### config.mk
export PLATFORM = sky130hd
export DESIGN_NAME = fpu_mem_scheduler
export DESIGN_NICKNAME = d
export VERILOG_FILES = /design/src/rtl/fpu_mem_scheduler.sv
export SDC_FILE = /design/constraint.sdc
export NUM_CORES = 1
export LEC_CHECK = 0
export CAP_MARGIN = 15
export CORE_ASPECT_RATIO = 0.6
export CORE_MARGIN = 8
export CORE_UTILIZATION = 30
export CTS_BUF_LIST = sky130_fd_sc_hd__clkbuf_8
export DETAILED_ROUTE_END_ITERATION = 8
export PLACE_DENSITY = 0.6
export SLEW_MARGIN = 0
export SYNTH_ARGS = -nofsm -noshare
export SYNTH_HDL_FRONTEND = slang
export SYNTH_SLANG_ARGS = --single-unit
### constraint.sdc
create_clock -name clk -period 3.3 [get_ports clk]
set_input_delay 0.33 -clock clk [delete_from_list [all_inputs] [get_ports clk]]
set_output_delay 0.33 -clock clk [all_outputs]
set_load 0.005 [all_outputs]
### src/rtl/fpu_mem_scheduler.sv
// fpu_mem_scheduler
// Moves whole FPU buffers between memory and the two 512-byte line buffers,
// one LINE_BYTES line at a time. Read (fill) and write (drain) requests are
// single-cycle pulses. Each is held in a one-deep pending slot until the
// memory port is free. Drains take priority over fills. A request that
// arrives while its slot is still occupied is dropped, and the sticky
// overrun flag is set.
//
// Ports
//   clk, rst_n                     clock, asynchronous active-low reset
//   request_read / read_address /  fill request pulse, base byte address,
//   rd_buffer_sel                  target buffer
//   request_write / write_address  drain request pulse, base byte address,
//   / wr_buffer_sel                source buffer
//   clear_err                      clears overrun (a same-cycle set wins)
//   mem_ack                        memory finished the presented line
//   mem_req, mem_we, mem_addr      line transfer request to memory
//   buf_sel, line_idx              buffer and line taking part in the transfer
//   fill_we                        read-buffer line write strobe (mem_ack in READ)
//   making_request                 busy, or holding a pending request
//   overrun                        sticky dropped-request flag
module fpu_mem_scheduler #(
   parameter int LINE_BYTES = 64,
   parameter int BUF_LINES  = 8
) (
   input  logic                         clk,
   input  logic                         rst_n,
   input  logic                         request_read,
   input  logic [31:0]                  read_address,
   input  logic                         rd_buffer_sel,
   input  logic                         request_write,
   input  logic [31:0]                  write_address,
   input  logic                         wr_buffer_sel,
   input  logic                         clear_err,
   input  logic                         mem_ack,
   output logic                         mem_req,
   output logic                         mem_we,
   output logic [31:0]                  mem_addr,
   output logic                         buf_sel,
   output logic [$clog2(BUF_LINES)-1:0] line_idx,
   output logic                         fill_we,
   output logic                         making_request,
   output logic                         overrun
);

   localparam int OFS_W = $clog2(LINE_BYTES);
   localparam int IDX_W = $clog2(BUF_LINES);
   localparam logic [IDX_W-1:0] LAST_IDX  = IDX_W'(BUF_LINES - 1);
   localparam logic [31:0]      LINE_MASK = ~32'(LINE_BYTES - 1);

   typedef enum logic [1:0] {
      IDLE  = 2'd0,
      WRITE = 2'd1,
      READ  = 2'd2
   } state_t;

   state_t state_q, state_d;

   // Pending request slots
   logic        rd_pend_q, rd_pend_d;
   logic [31:0] rd_addr_q, rd_addr_d;
   logic        rd_sel_q,  rd_sel_d;
   logic        wr_pend_q, wr_pend_d;
   logic [31:0] wr_addr_q, wr_addr_d;
   logic        wr_sel_q,  wr_sel_d;

   // Active transfer
   logic [31:0]      base_q, base_d;
   logic             sel_q,  sel_d;
   logic [IDX_W-1:0] idx_q,  idx_d;

   logic overrun_q, overrun_d;

   logic line_ack;
   logic xfer_done;
   logic start_wr;
   logic start_rd;

   // The port is free either when idle or on the acknowledge of the last
   // line. Either way the next transfer launches on that same edge, so
   // back-to-back transfers have no idle cycle between them.
   assign line_ack  = (state_q != IDLE) & mem_ack;
   assign xfer_done = (state_q == IDLE) | (line_ack & (idx_q == LAST_IDX));
   assign start_wr  = xfer_done & wr_pend_q;
   assign start_rd  = xfer_done & ~wr_pend_q & rd_pend_q;

   // ---------------- FSM: state register ----------------
   always_ff @(posedge clk or negedge rst_n) begin
      if (!rst_n) begin
         state_q <= IDLE;
      end else begin
         state_q <= state_d;
      end
   end

   // ---------------- FSM: next state ----------------
   always_comb begin
      state_d = state_q;
      if (start_wr) begin
         state_d = WRITE;
      end else if (start_rd) begin
         state_d = READ;
      end else if (xfer_done) begin
         state_d = IDLE;
      end
   end

   // ---------------- FSM: outputs ----------------
   always_comb begin
      mem_req = 1'b0;
      mem_we  = 1'b0;
      fill_we = 1'b0;
      unique case (state_q)
         WRITE: begin
            mem_req = 1'b1;
            mem_we  = 1'b1;
         end
         READ: begin
            mem_req = 1'b1;
            fill_we = mem_ack;
         end
         default: begin
         end
      endcase
   end

   // ---------------- Datapath next state ----------------
   always_comb begin
      rd_pend_d = rd_pend_q;
      rd_addr_d = rd_addr_q;
      rd_sel_d  = rd_sel_q;
      wr_pend_d = wr_pend_q;
      wr_addr_d = wr_addr_q;
      wr_sel_d  = wr_sel_q;
      base_d    = base_q;
      sel_d     = sel_q;
      idx_d     = idx_q;

      // A start always consumes an occupied slot, and a new pulse is only
      // accepted into an empty one, so the two updates never collide.
      if (start_rd) begin
         rd_pend_d = 1'b0;
      end
      if (request_read && !rd_pend_q) begin
         rd_pend_d = 1'b1;
         rd_addr_d = read_address & LINE_MASK;
         rd_sel_d  = rd_buffer_sel;
      end

      if (start_wr) begin
         wr_pend_d = 1'b0;
      end
      if (request_write && !wr_pend_q) begin
         wr_pend_d = 1'b1;
         wr_addr_d = write_address & LINE_MASK;
         wr_sel_d  = wr_buffer_sel;
      end

      if (start_wr) begin
         base_d = wr_addr_q;
         sel_d  = wr_sel_q;
         idx_d  = '0;
      end else if (start_rd) begin
         base_d = rd_addr_q;
         sel_d  = rd_sel_q;
         idx_d  = '0;
      end else if (xfer_done) begin
         idx_d  = '0;
      end else if (line_ack) begin
         idx_d  = idx_q + 1'b1;
      end

      // Dropping is judged against the slot as it stands before this edge.
      overrun_d = (request_read & rd_pend_q) | (request_write & wr_pend_q) |
                  (overrun_q & ~clear_err);
   end

   // ---------------- Datapath registers ----------------
   always_ff @(posedge clk or negedge rst_n) begin
      if (!rst_n) begin
         rd_pend_q <= 1'b0;
         rd_addr_q <= '0;
         rd_sel_q  <= 1'b0;
         wr_pend_q <= 1'b0;
         wr_addr_q <= '0;
         wr_sel_q  <= 1'b0;
         base_q    <= '0;
         sel_q     <= 1'b0;
         idx_q     <= '0;
         overrun_q <= 1'b0;
      end else begin
         rd_pend_q <= rd_pend_d;
         rd_addr_q <= rd_addr_d;
         rd_sel_q  <= rd_sel_d;
         wr_pend_q <= wr_pend_d;
         wr_addr_q <= wr_addr_d;
         wr_sel_q  <= wr_sel_d;
         base_q    <= base_d;
         sel_q     <= sel_d;
         idx_q     <= idx_d;
         overrun_q <= overrun_d;
      end
   end

   // Line address wraps modulo 2^32 by plain 32-bit addition.
   assign mem_addr       = base_q + (32'(idx_q) << OFS_W);
   assign buf_sel        = sel_q;
   assign line_idx       = idx_q;
   assign making_request = (state_q != IDLE) | rd_pend_q | wr_pend_q;
   assign overrun        = overrun_q;

endmodule

==> impl_metrics.toml <==
[cells_and_area]
drive_gt1_frac = 0.1178
design_area_sq_um = 5644
syn2layout_area_growth_pct = 33.70
post-route-util = 0.4117
final_nets = 543
diodes = 0

[setup_path]
crit_slowest_cell = "clkdlybuf4s50_1"
path_cells = "ha_1, inv_1, fa_1, nor2b_4, o21ai_4, nor4_4, xor2_1, clkdlybuf4s50_1"
reg2reg_depth = 7
regToRegEndpoint = "base_q[25]$_DFFE_PN0P_"
reg2reg_from = "line_idx[0]$_DFFE_PN0P_"
arrival_ns = 2.75
crit_type = "flop to output pin"
reg2reg_slack_ns = 0.97
cp-start-kind = "flop"
setup.worst_path.end_class = "output pin"
max_stage_delay_ns = 0.55
cp_data_required_time_ns = 2.97
crit_fanout = 7

[place]
gp_congestion = 0.7457
dpl.hpwl_mm = 8.363
place_area_sq_um = 5381
port_buffers = 94

[cts]
cts_hold_buffers = 0
cts_tree = "built"
worstSkewPairLatency_ns = 0.35
cts-root-buf = "clkbuf_8"
clock-sinks = 89
clock_path_buffers = 2
cts-htree-levels = 3
cts_buffers = 9
clk_pin_slew_ns = 0.09

[routing]
avgRoutedWirePerCell_um = 16.90
drc_errors = 0
antenna_left = 0
drtIter0Drc = 125
dr_total_vias = 3025
drt_pass1_iterations = 4
routed_via_density = 4.590
routed_wl_mm = 11.14

[global_route]
grt_pass1_wl_mm = 18.09
grt_pass1_vias = 3340
grt_start_max_net_pins = 54
globalRoute.totalOverflow = 0
grt_use_total = 0.1254
antenna_found_initial = 0

[timing]
fin_crit_sh = 0.9328
relSlewSlack = 0.2496
rsz0062_at_grt = "false"
drv_slew = 0
hold_viol = 0
skew_ns = 0.01273
setup_viol = 0
clock.fmax_mhz = 324.9
finalCriticalPeriod_ns = 3.078
tns_ns = 0
holdWs_ns = 0.006273
tightest_slew_ns = 1.125

[logic_synthesis]
netlist_instances = 364
synth_cell_type_count = 40
synth_seq_cells = 89
syn_area_sq_um = 4222
ys.warnings.count = 0
synth-edff-count = 0
synth-seq-area-share = 0.5276
synth_flop_cell = "dfrtp_1"
synthArstFlopShare = 1.000
synth.avg_cell_area_sq_um = 11.60

[floorplanning]
fp.dieW_um = 169.1
die_area_sq_um = 18250
ios = 113
die_h_um = 107.9
rows = 33
start_util = 0.3080
core_area_sq_um = 13710

[job]
maxCapViolCount = 0

[power]
power_density_nw_per_um2 = 882.1
ir_drop_mv = 0.3384
leakage_nw = 2.468

[outcome]
outcome = "complete, no violations"

[worst_hold_path]
min_path_type = "input pin to async pin"
-- registers in the layout, indices dropped and copies added (netlist names) --
name	flops
buf_sel	1
wr_addr_q	26
wr_pend_q	1
rd_pend_q	1
state_q	2
line_idx	3
wr_sel_q	1
rd_sel_q	1
overrun	1
base_q	26
rd_addr_q	26
-- worst max-delay path: cells and delay by family, from the launching register on --
family                   cells  cell delay (ns)
buffers and inverters        2             0.60
adder cells (fa/ha/maj)      2             0.60
AND/OR/NAND/NOR              2             0.43
flip-flops                   1             0.37
XOR/XNOR                     1             0.25
AO/OA/AOI/OAI                1             0.13
-- kinds of logic after synthesis --
family                     share of synthesized area
other                                      0.0008883
and+or+nand+nor                               0.1423
DFF                                           0.5276
adders and majority gates                    0.02845
xor gates and xnor gates                     0.04979
buffers and inverters                        0.03675
AOI/OAI and AO/OA                            0.06550
muxes                                         0.1488
-- routing by layer --
layer / up-vias / share of wire / global-route usage
li1: 1447 / - / -
met3: 9 / 0.056 / 0.04577
met5: - / 0 / 0
met1: 1491 / 0.52 / 0.1731
met4: 0 / 0.0062 / 0.02514
met2: 78 / 0.42 / 0.1853
-- cell usage in the layout, fill, tap and decap left out, drive strengths merged, types with 6 or more instances in the layout --
| cell | synthesis | layout |
|---|---|---|
| a22oi | 27 | 27 |
| buf | 18 | 12 |
| clkbuf | 5 | 11 |
| clkdlybuf4s50 | 0 | 92 |
| conb | 1 | 6 |
| dfrtp | 89 | 89 |
| ha | 8 | 8 |
| inv | 7 | 8 |
| mux2 | 54 | 54 |
| nand2 | 61 | 61 |
| nand3 | 6 | 6 |
| nand4 | 9 | 9 |
| nor2 | 12 | 12 |
| nor3 | 6 | 6 |
| xnor2 | 10 | 10 |
| xor2 | 14 | 14 |
-- stage by stage --
| step | instances | total power, W | worst slack, ns |
|---|---|---|---|
| 3_5_place_dp | 642 | 0.004156 | 0.2601 |
| 5_1_grt | 659 | 0.005355 | 0.05684 |
| 2_1_floorplan | 369 | 0.003129 | 0.9967 |
| 4_1_cts | 659 | 0.005034 | 0.002214 |
| 3_3_place_gp | 642 | 0.004077 | 0.2977 |
| 6_report | 659 | 0.004979 | 0.2218 |
-- area by class of cell --
class	instances	area (sq um)
Fill cell	1312	8064
Multi-Input combinational cell	250	1897
Sequential cell	89	2227
Tap cell	192	240.2
Timing Repair Buffer	105	1023
Clock buffer	11	151.4
Inverter	7	26.28
Clock inverter	5	78.83
-- power by group --
group / switching, W / internal, W / total, W
Clock: 0.000380 / 0.000465 / 0.000846
Combinational: 0.000972 / 0.00110 / 0.00207
Sequential: 0.000420 / 0.00164 / 0.00206
-- Yosys cell counts (all sizes together) (3+ instances only) --
cell	count	area share
nor2	12	0.011
a21oi	4	0.0047
nor4	3	0.015
nand2	61	0.054
inv	7	0.0062
nor3	6	0.0071
dfrtp	89	0.53
o21ai	4	0.0056
xnor2	10	0.021
nor2b	4	0.0059
buf	18	0.026
clkbuf	5	0.0044
a21o	3	0.0053
nand4	9	0.015
mux2	54	0.14
a22oi	27	0.048
xor2	14	0.029
ha	8	0.024
nand3	6	0.0071
-- timing repair --
item,in CTS,in global routing
cloned,0,0
endpoints found under the setup margin,5,4
setup buffers,1,0
pin swaps,0,1
resized for setup,1,4
-- worst max-delay path by stage --
| stage | start | endpoint | slack [ns] | cells past startpoint |
|---|---|---|---|---|
| after detailed placement | line_idx[0]$_DFFE_PN0P_ | mem_addr[16] | 0.26 | 8 |
| after CTS | line_idx[0]$_DFFE_PN0P_ | mem_addr[16] | 0.002 | 8 |
| after global routing | line_idx[0]$_DFFE_PN0P_ | mem_addr[24] | 0.06 | 8 |
| final | line_idx[0]$_DFFE_PN0P_ | mem_addr[26] | 0.22 | 8 |
| after floorplan | line_idx[0]$_DFFE_PN0P_ | mem_addr[16] | 1.0 | 7 |
| after global placement | line_idx[0]$_DFFE_PN0P_ | mem_addr[16] | 0.30 | 8 |
(Power assumes the default switching activity.)
